## src/rtl/readout_sequencer.sv

```systemverilog
`timescale 1ns/1ps
`default_nettype none
// ---------------------------------------------------------------------------
// readout_sequencer : streams a captured multi-channel waveform as framed bytes
// Rev 1.0
// ---------------------------------------------------------------------------
module readout_sequencer #(
  parameter int RAM_WIDTH  = 10,
  parameter int RD_LATENCY = 2
) (
  input  logic                 clk,
  input  logic                 rst,
  input  logic                 readout_req,
  input  logic                 data_ready,
  input  logic [RAM_WIDTH-1:0] wraddress_triggerpoint,
  input  logic [RAM_WIDTH-1:0] triggerpoint,
  input  logic [RAM_WIDTH-1:0] nsmp,
  input  logic [3:0]           chanmask,
  input  logic                 rearm,
  output logic                 rden,
  output logic [RAM_WIDTH-1:0] rdaddress,
  output logic [1:0]           chansel,
  input  logic [7:0]           ram_q,
  output logic [7:0]           tx_data,
  output logic                 tx_valid,
  input  logic                 tx_ready,
  output logic                 busy,
  output logic                 startTrigger
);

  typedef enum logic [2:0] {
    S_IDLE = 3'd0,
    S_NAK  = 3'd1,
    S_HDR0 = 3'd2,
    S_HDR1 = 3'd3,
    S_RD   = 3'd4,
    S_WAIT = 3'd5,
    S_SEND = 3'd6,
    S_FIN  = 3'd7
  } state_t;

  localparam logic [1:0] c_LAT_LAST = 2'(RD_LATENCY - 1);

  state_t               state_q;
  logic [RAM_WIDTH-1:0] base_q;
  logic [RAM_WIDTH-1:0] nsmp_q;
  logic [3:0]           mask_q;
  logic                 rearm_q;
  logic [RAM_WIDTH-1:0] idx_q;
  logic [1:0]           lat_q;

  logic [1:0]           first_ch_d;
  logic [1:0]           next_ch_d;
  logic                 next_found_d;
  logic [RAM_WIDTH-1:0] idx_inc_d;

  // Descending scans leave the lowest qualifying channel in the result.
  always_comb begin
    first_ch_d   = 2'd0;
    next_ch_d    = chansel;
    next_found_d = 1'b0;
    for (int i = 3; i >= 0; i--) begin
      if (mask_q[i]) begin
        first_ch_d = i[1:0];
      end
      if (mask_q[i] && (i > int'(chansel))) begin
        next_found_d = 1'b1;
        next_ch_d    = i[1:0];
      end
    end
    idx_inc_d = idx_q + RAM_WIDTH'(1);
  end

  always_ff @(posedge clk or posedge rst) begin
    if (rst) begin
      state_q      <= S_IDLE;
      base_q       <= '0;
      nsmp_q       <= '0;
      mask_q       <= '0;
      rearm_q      <= 1'b0;
      idx_q        <= '0;
      lat_q        <= '0;
      rden         <= 1'b0;
      rdaddress    <= '0;
      chansel      <= '0;
      tx_data      <= '0;
      tx_valid     <= 1'b0;
      busy         <= 1'b0;
      startTrigger <= 1'b0;
    end else begin
      case (state_q)
        S_IDLE: begin
          if (readout_req) begin
            base_q   <= wraddress_triggerpoint - triggerpoint;
            nsmp_q   <= nsmp;
            mask_q   <= chanmask;
            rearm_q  <= rearm;
            busy     <= 1'b1;
            tx_valid <= 1'b1;
            if (data_ready) begin
              tx_data <= 8'hA5;
              state_q <= S_HDR0;
            end else begin
              tx_data <= 8'hEE;
              state_q <= S_NAK;
            end
          end
        end
        S_NAK: begin
          if (tx_ready) begin
            tx_valid <= 1'b0;
            state_q  <= S_FIN;
          end
        end
        S_HDR0: begin
          if (tx_ready) begin
            tx_data <= {4'h0, mask_q};
            state_q <= S_HDR1;
          end
        end
        S_HDR1: begin
          if (tx_ready) begin
            tx_valid <= 1'b0;
            if ((mask_q == 4'h0) || (nsmp_q == '0)) begin
              startTrigger <= rearm_q;
              state_q      <= S_FIN;
            end else begin
              chansel   <= first_ch_d;
              idx_q     <= '0;
              rden      <= 1'b1;
              rdaddress <= base_q;
              state_q   <= S_RD;
            end
          end
        end
        S_RD: begin
          rden    <= 1'b0;
          lat_q   <= '0;
          state_q <= S_WAIT;
        end
        S_WAIT: begin
          if (lat_q == c_LAT_LAST) begin
            tx_data  <= ram_q;
            tx_valid <= 1'b1;
            state_q  <= S_SEND;
          end else begin
            lat_q <= lat_q + 2'd1;
          end
        end
        S_SEND: begin
          if (tx_ready) begin
            tx_valid <= 1'b0;
            if (idx_inc_d < nsmp_q) begin
              idx_q     <= idx_inc_d;
              rden      <= 1'b1;
              rdaddress <= base_q + idx_inc_d;
              state_q   <= S_RD;
            end else if (next_found_d) begin
              chansel   <= next_ch_d;
              idx_q     <= '0;
              rden      <= 1'b1;
              rdaddress <= base_q;
              state_q   <= S_RD;
            end else begin
              startTrigger <= rearm_q;
              state_q      <= S_FIN;
            end
          end
        end
        S_FIN: begin
          startTrigger <= 1'b0;
          busy         <= 1'b0;
          state_q      <= S_IDLE;
        end
        default: state_q <= S_IDLE;
      endcase
    end
  end

endmodule
`default_nettype wire

```

## config.mk

```make
export PLATFORM = sky130hd
export DESIGN_NAME = readout_sequencer
export DESIGN_NICKNAME = d
export VERILOG_FILES = /design/src/rtl/readout_sequencer.sv
export SDC_FILE = /design/constraint.sdc
export NUM_CORES = 1
export LEC_CHECK = 0
export CAP_MARGIN = 10
export CORE_UTILIZATION = 50
export DETAILED_ROUTE_END_ITERATION = 8
export GPL_TIMING_DRIVEN = 0
export PLACE_DENSITY = 0.72
export SLEW_MARGIN = 20
export SYNTH_ARGS = -nofsm -noshare
export SYNTH_HDL_FRONTEND = slang
export SYNTH_SLANG_ARGS = --single-unit
export TNS_END_PERCENT = 20
```

## constraint.sdc

```tcl
create_clock -name clk -period 4.1 [get_ports clk]
set_clock_uncertainty 0.1 [all_clocks]
set_input_delay 1.025 -clock clk [delete_from_list [all_inputs] [get_ports clk]]
set_output_delay 1.025 -clock clk [all_outputs]
set_load 0.01 [all_outputs]
```

==> reports/metrics.cfg <==
[run_status]
outcome = complete, no violations

[global_routing]
antenna_found_initial = 0
grt_pass1_wl_mm = 16.1
grt_overflow_total = 0
grt_pass1_vias = 3451
track_usage_pct = 23.9
grt_start_max_net_pins = 41

[clock_network]
numCtsBuffers = 9
clock_path_buffers = 2
root_buffer = clkbuf_8
ctsHtreeMaxLevel = 3
cts_resized = 0
clk_latency_ps = 340
cts.sinks = 64
cts_tree = built
ctsHoldBuffers = 0
clk_pin_slew_ps = 70
post_cts_buffers = 0

[floorplanning]
die_y_um = 93.6
coreArea_um2 = 8180
dieArea_um2 = 8770
rows = 33
io_pins = 72
start_util_pct = 51.4
die_w_um = 93.6

[synth]
synthTopCellsByCount = dfrtp_1, nand2_1, inv_1
syn_inst = 463
ys_seq_area_share_pct = 38.1
syn-num-nets = 542
synth_edf_count = 0
synth-main-ff-cell = dfrtp_1
synth_top_family_by_area = compound AO/OA/AOI/OAI gates
yosysMostFrequentCell = dfrtp_1
synth_xor_area_share_pct = 4.14
syn_area_um2 = 4200
synthMuxAreaShare_pct = 6.02
synth_seq_cells = 64
synth_top_area_share_pct = 38.1
syn_avg_cell_area_um2 = 9.07
yosysTopAreaCell = dfrtp_1
synth_adder_area_share_pct = 9.59
netlist-cell-type-count = 67
synth-compound-area-share_pct = 19.2
synthTopCellsByArea = dfrtp_1, ha_1, nand2_1
synthSimpleGateAreaFrac_pct = 17.3
yosysWarnings = 0
async_flop_share_pct = 100

[setup_path]
worst_setup_path_start_kind = flip-flop
crit_path_end_kind = flip-flop
crit_fanout = 7
cp_data_required_time_ps = 4230
cp_slowest_stage_delay_ps = 530
cp_top_family = simple AND/OR/NAND/NOR gates
cpMaxStageDelayCell = dfrtp_1
worstPathCellList = ha_1 > nand3_1 > or3_1 > xnor2_1 > ha_1 > and3_1 > a2111oi_0 > o2bb2ai_1 > mux2i_1 > xor2_1 > o21ai_2
critPathBufInv = 0
cp_common_cell = ha_1
arrival_ps = 3780
critPathKind = flip-flop to flip-flop

[route]
drc = 0
vias = 3595
via_per_inst = 5.49
postRouteAntennaNets = 0
avgRoutedWirePerCell_um = 14.7
dr.pass1.iters = 4
drtIter0Drc = 115
drt-total-wl_mm = 9.65

[sta]
final_hold_viol_count = 0
setup-tns-final_ps = 0
worstMarginPinSlew_ps = 454
rsz0062_at_grt = false
layout_min_cycle_time_ps = 3660
relSlewSlack_pct = 69.5
fmax_mhz = 273
slew_violations = 0
setup_violations = 0
hold_ws_ps = 369
post-route-period-util_pct = 89.2

[layout]
areaGrowthSynthToFinish_pct = 24.5
fin_cells = 655
antenna_cells = 0
drive_above_1_share_pct = 11.8
fin_nets = 624

[placement]
numPortBuffers = 70
dpl.cell_count = 639
gp_congestion = 0.844
hpwl_mm = 7.64

[min_path]
hp-class = flip-flop to flip-flop

[job]
maxCapViolations = 0

[power]
power_leakage_uw = 0.00241
max-vdd-ir-drop_uv = 342
p_per_area_nw_per_um2 = 615

[state kept, by name, summed over array words and instances, names as in the netlist]
| register | cells |
|---|---|
| busy | 1 |
| lat_q | 2 |
| rearm_q | 1 |
| nsmp_q | 10 |
| base_q | 10 |
| state_q | 3 |
| idx_q | 10 |
| mask_q | 4 |
| tx_data | 8 |
| tx_valid | 1 |
| rden | 1 |
| chansel | 2 |
| rdaddress | 10 |
| startTrigger | 1 |
[stage by stage]
step | util (%) | power, µW | setup WS (ps) | area, µm²
3_3_place_gp | 61.5 | 2680 | 247 | 5030
4_1_cts | 63.9 | 3230 | 420 | 5230
2_1_floorplan | - | 2160 | 1070 | 4200
5_1_grt | 63.9 | 3480 | 243 | 5230
3_5_place_dp | 61.8 | 2740 | 453 | 5050
6_report | 63.9 | 3220 | 442 | 5230
[logic make-up (layout without fill, tap and decap cells)]
logic type | after synthesis | count (layout)
xor gates and xnor gates | 19 | 19
muxes | 23 | 23
AOI/OAI and AO/OA | 121 | 121
DFF | 64 | 64
buffers and inverters | 56 | 143
adders and majority gates | 31 | 31
and+or+nand+nor | 149 | 149
[final cells by class]
type,instances,area [µm²]
Tap cell,105,131
Timing Repair Buffer,71,721
Buffer,18,92.6
Clock buffer,10,128
Clock inverter,6,45.0
Sequential cell,64,1600
Fill cell,710,2950
Multi-Input combinational cell,343,2360
Inverter,38,145
[power by group]
| part | leakage (µW) | total, µW | internal (µW) | switching, µW |
|---|---|---|---|---|
| logic | 0.00154 | 1630 | 759 | 870 |
| registers | 0.000797 | 1100 | 891 | 214 |
| clock network | 0.0000789 | 483 | 221 | 262 |
| total | 0.00241 | 3220 | 1870 | 1350 |
[worst paths after layout]
kind                                       from                  endpoint  slack, ps  cells past startpoint
min in group asynchronous                   rst      lat_q[0]$_DFFE_PP0P_        890                      2
max in group asynchronous                   rst     base_q[0]$_DFFE_PP0P_       2490                      3
max                        idx_q[0]$_DFFE_PP0P_  rdaddress[9]$_DFFE_PP0P_        440                     11
max reg2reg                idx_q[0]$_DFFE_PP0P_  rdaddress[9]$_DFFE_PP0P_        440                     11
min                        idx_q[8]$_DFFE_PP0P_      idx_q[8]$_DFFE_PP0P_        370                      2
min reg2reg                idx_q[8]$_DFFE_PP0P_      idx_q[8]$_DFFE_PP0P_        370                      2
[worst register-to-register path: cells and delay by family, from the launching register on]
family	cells	cell delay [ps]
muxes	1	230
DFF	1	530
xor gates and xnor gates	2	660
and+or+nand+nor	3	720
adders and majority gates	2	660
AOI/OAI and AO/OA	3	650
[placed cells by master (no fill, tap or decap), drive strengths merged, types with 4 or more instances in the layout]
master and instances:
clkdlybuf4s50 70, dfrtp 64, nand2 57, o21ai 46, inv 39, nor2 34, ha 29, a21oi 27
mux2 18, clkbuf 17, buf 12, nand3 10, xnor2 10, nand4 9, xor2 9, nor3 9
nor2b 6, a21o 5, nand2b 5, mux2i 5, a211oi 5, and3 5, o31ai 5, or2 5
o21a 4, a31oi 4
[per-layer routing]
layer	global-route usage, %	vias to the layer above	part of all wire, %
met5	0	-	0
met1	34.8	1700	50
met2	36.6	90	45
met3	4.23	7	4.6
met4	6.03	0	0.99
li1	-	1798	-
Note: power is estimated with default switching activity, not from simulation.
==> RTL change 1: new RTL, same flow settings <==
The parameter `RAM_WIDTH` goes from 10 to 20.
--- a/src/rtl/readout_sequencer.sv
+++ b/src/rtl/readout_sequencer.sv
@@ -6,5 +6,5 @@
 // ---------------------------------------------------------------------------
 module readout_sequencer #(
-  parameter int RAM_WIDTH  = 10,
+  parameter int RAM_WIDTH  = 20,
   parameter int RD_LATENCY = 2
 ) (
Ports: changed (resized nsmp, rdaddress, triggerpoint and wraddress_triggerpoint); port bits go from 72 to 112. The function was not compared with the original's and may differ.
==> RTL change 1 against the unedited design <==
Setup slack got worse by 0.23 ns. Critical path type unchanged. Sequential cell count is 40 higher. Critical endpoint is now rdaddress[10]. Routed wire length is 88% higher. Final area grew 77%. First-iteration DRC count increased to 3.5 times the old value. Die area increased by 72%. Cell count grew 75%. Clock power increased by 110%. Largest power group unchanged. Power grew 67%. Area after synthesis is 74% higher. Maximum frequency decreased by 5.9%.
==> RTL change 1: results (changes against the unedited design) <==
Final min period=3.89 ns (+0.228 ns); Reg2Reg Setup Slack=0.21 ns (-0.23 ns); Mapped Avg Cell Area=8.83 um^2 (-2.6%); wire length on met2=8450 um (+96%); Worst-Skew Late Latency=0.36 ns (+0.02 ns); #FFs+latches synth=104 (+63%); largest cells by area after synthesis=dfrtp_1 36%, ha_1 10%, nand2_1 4.9%; crit-path max cell delay=0.43 ns (-0.10 ns); Yosys cell types=76 (+13%); Syn Nets=966 (+78%); fraction of area in registers=28.2% (-2.4 points); GR Util All Layers=25.3% (+1.4 points); Commonest cells post-synth=104 x dfrtp_1, 95 x nand2_1, 59 x ha_1; First-pass DRT Iterations=5 (+1); grt met2 use=41.3% (+4.6 points); Wirelength per Cell=15.8 um (+7.5%); Non-clk invs=59 (+55%); Least-Margin Pin Slew=0.706 ns (+0.252 ns); multi-input logic portion of the cell area=48.3% (+3.1 points); Crit path max-delay family=simple AND/OR/NAND/NOR gates; Port-buffer cells=110 (+57%); GRT met3 Usage=3.81% (-0.42 points); CTS Buffer Depth=2 (unchanged); Max IR drop VDD=0.000260 V (-24%); Seq/Total Area, Yosys=35.6% (-2.5 points); RD Place Congestion=0.953 (+13%); pre-CTS setup slack=-0.792 ns (-1.25 ns); Clock Tree Root=clkbuf_16; # fillers=1169 (+65%); Final HPWL DP=13600 um (+78%); routed via count=6521 (+81%); DR vias/cell=5.71 (+3.9%); first-pass GRT wire length=29900 um (+86%); P_leak=4.23 nW (+75%); #MultiIn Comb=631 (+84%); clock network area share=3.82% (+0.52 points); Non-Clock Buffer Area Fraction=14.8% (-0.76 points); number of global-route vias before repair=6067 (+76%); CP Max Fanout=10 (+3); status=finished clean
RTL change 1: cell types whose count changed after synthesis, sizes merged, moves of 15 or more:
cell / unedited run / this run
a21oi: 27 / 58
clkbuf: 7 / 26
dfrtp: 64 / 104
ha: 29 / 59
inv: 38 / 58
nand2: 57 / 95
nand3: 10 / 31
o21ai: 46 / 77
xnor2: 10 / 26
xor2: 9 / 24
RTL change 1: path summary, 6_finish.rpt:
check	to	cells past startpoint	from
min in group asynchronous	nsmp_q[16]	2	rst
hold reg to reg	tx_data[3]	2	tx_data[3]
hold / removal	tx_data[3]	2	tx_data[3]
max in group asynchronous	idx_q[0]	3	rst
setup reg to reg	rdaddress[10]	16	idx_q[2]
setup / recovery	rdaddress[10]	16	idx_q[2]
RTL change 1: stage by stage:
step / util (%) / setup TNS (ns) / instance area [um^2]
2_1_floorplan: - / 0 / 7300
3_3_place_gp: 61.4 / -161.54 / 8630
3_5_place_dp: 61.7 / -25.75 / 8660
4_1_cts: 64.9 / 0 / 9120
5_1_grt: 65.7 / -0.200 / 9230
6_report: 65.7 / 0 / 9230
RTL change 1: cell families after synthesis:
kind of cell             Yosys count  synth area share, %
XOR/XNOR                          50                 6.25
adder cells (fa/ha/maj)           61                 10.7
AO/OA/AOI/OAI                    233                 20.8
flip-flops                       104                 35.6
buffers and inverters             92                 4.78
AND/OR/NAND/NOR                  255                 17.0
multiplexers                      32                 4.85
RTL change 1: timing repair:
item,CTS,global route
resized for setup,27,15
setup buffers,3,7
hold buffers,0,0
pin swaps,2,6
setup endpoints to repair,44,43
RTL change 1: report_power, final:
group / switching (mW) / internal (mW)
sequential: 0.348 / 1.43
clock: 0.416 / 0.606
combinational: 1.39 / 1.20
==> RTL change 2: new RTL, same flow settings <==
Without the edit above. Re-encode `state_t` (8 states) as one-hot, 8 bits wide.
--- a/src/rtl/readout_sequencer.sv
+++ b/src/rtl/readout_sequencer.sv
@@ -29,13 +29,13 @@
 );
 
-  typedef enum logic [2:0] {
-    S_IDLE = 3'd0,
-    S_NAK  = 3'd1,
-    S_HDR0 = 3'd2,
-    S_HDR1 = 3'd3,
-    S_RD   = 3'd4,
-    S_WAIT = 3'd5,
-    S_SEND = 3'd6,
-    S_FIN  = 3'd7
+  typedef enum logic [7:0] {
+    S_IDLE = 8'b00000001,
+    S_NAK  = 8'b00000010,
+    S_HDR0 = 8'b00000100,
+    S_HDR1 = 8'b00001000,
+    S_RD   = 8'b00010000,
+    S_WAIT = 8'b00100000,
+    S_SEND = 8'b01000000,
+    S_FIN  = 8'b10000000
   } state_t;
 
Check against the original RTL: same outputs for any inputs over 4 cycles, from zero or initial values and one cycle with rst high; so few cycles prove little.
==> RTL change 2 against the unedited design <==
Final area up 1.9%. Area after synthesis up 0.83%. Maximum frequency down 5.2%. Sequential cell count up 5. Setup slack worse by 0.20 ns. Routed wire length up 4.9%. Power down 1.1%.
==> RTL change 2: results (changes against the unedited design) <==
Clock Tree Root=clkbuf_8; Worst Hold Class=flip-flop to flip-flop; final hold slack=0.391 ns (+0.0214 ns); number of global-route vias before repair=3559 (+3.1%); Port-buffer cells=71 (+1.4%); pre-CTS setup slack=0.291 ns (-0.163 ns); Syn Nets=560 (+3.3%); ant diodes=0 (unchanged); CTS H-tree lvls=3 (unchanged); Synth Area in XOR/XNOR=4.34% (+0.20 points); first-pass GRT wire length=16700 um (+3.9%); CTS Buffer Depth=2 (unchanged); hold buffer count at cts=0 (unchanged); Least-Margin Pin Slew=0.889 ns (+0.435 ns); Seq/Total Area, Yosys=40.8% (+2.7 points); GR Util All Layers=24.8% (+0.85 points); status=finished clean; crit path DAT=3.97 ns (+0.19 ns); Crit path max-delay family=simple AND/OR/NAND/NOR gates; PnR worst setup slack=0.242 ns (-0.199 ns); Max IR drop VDD=0.000280 V (-18%); largest net degree at the start of global routing=47 (+15%); Clk pin slew, worst setup/hold paths=about 0.080 ns; final net count=643 (+3.0%); RD Place Congestion=0.851 (+0.84%); DR vias/cell=5.54 (+0.88%); CP max-delay cell=dfrtp_1; 1st-iter DRT viols=157 (+37%); antenna violations before repair=0 (unchanged); post-synthesis mux area share=0.768% (-5.3 points); largest cells by area after synthesis=dfrtp_1 40%, ha_1 8.6%, nand2_1 6.7%; FFs w/ async S/R, synth=100% (unchanged); Final HPWL DP=7720 um (+1.1%); adder-cell share of the synthesized area=9.52% (-0.079 points); Wirelength per Cell=15.0 um (+2.0%); First-pass DRT Iterations=5 (+1); Num CTS Buffers=9 (unchanged); Synth Area in Compound Gates=18.4% (-0.84 points); crit-path max cell delay=0.47 ns (-0.06 ns); Worst-Skew Late Latency=roughly 0.35 ns; CP Max Fanout=10 (+3); Yosys cell types=68 (+1.5%); largest family of logic cells by synthesized area=simple AND/OR/NAND/NOR gates; Commonest cells post-synth=76 x nand2_1, 68 x dfrtp_1, 39 x o21ai_0; YS warnings=0 (unchanged); top_reg_cell synth=dfrtp_1; P_leak=2.39 nW (-0.95%); fraction of layout cells with a size suffix above 1=5.62% (-6.2 points)
-- RTL change 2: through the flow --
stage,util [%],cells,cell area [um^2]
6_report,64.8,674,5320
5_1_grt,64.8,674,5320
4_1_cts,64.7,674,5320
3_5_place_dp,62.1,658,5110
3_3_place_gp,61.8,657,5080
2_1_floorplan,-,481,4230
-- RTL change 2: layer usage --
| metal | share of wire [%] | wire (um) | vias to the layer above | track usage [%] |
|---|---|---|---|---|
| met5 | 0 | 0 | - | 0 |
| met4 | 1.5 | 150 | 0 | 7.95 |
| met3 | 3.6 | 367 | 14 | 3.88 |
| met2 | 46 | 4630 | 82 | 39.7 |
| met1 | 49 | 4980 | 1770 | 34.2 |
| li1 | - | - | 1866 | - |
-- RTL change 2: layout make-up --
type	instances	area, um^2
Buffer	17	73.8
Clock buffer	11	151
Clock inverter	5	58.8
Fill cell	732	2890
Inverter	37	141
Multi-Input combinational cell	358	2300
Sequential cell	69	1730
Tap cell	105	131
Timing Repair Buffer	72	738
-- RTL change 2: path summary, 6_finish.rpt --
check                             start            to  cells after the start
setup / recovery               idx_q[0]  rdaddress[7]                     14
hold / removal             rdaddress[2]  rdaddress[2]                      2
setup reg to reg               idx_q[0]  rdaddress[7]                     14
hold reg to reg            rdaddress[2]  rdaddress[2]                      2
max in group asynchronous           rst     base_q[3]                      3
min in group asynchronous           rst     mask_q[3]                      2
-- RTL change 2: repair_timing --
item,in CTS,in global routing
setup buffers,0,0
setup endpoints to repair,0,15
resized for setup,0,1
-- RTL change 2: where the power goes --
group	internal, mW	total, mW	switching, mW
clock	0.314	0.577	0.263
combinational	0.673	1.47	0.794
sequential	0.934	1.14	0.202
total	1.92	3.18	1.26
-- RTL change 2: tightest hold or removal path, cell delays in order, from the launching register on --
cell     delay [ns]
dfrtp_1        0.35
nand2_1        0.05
o21ai_0        0.06
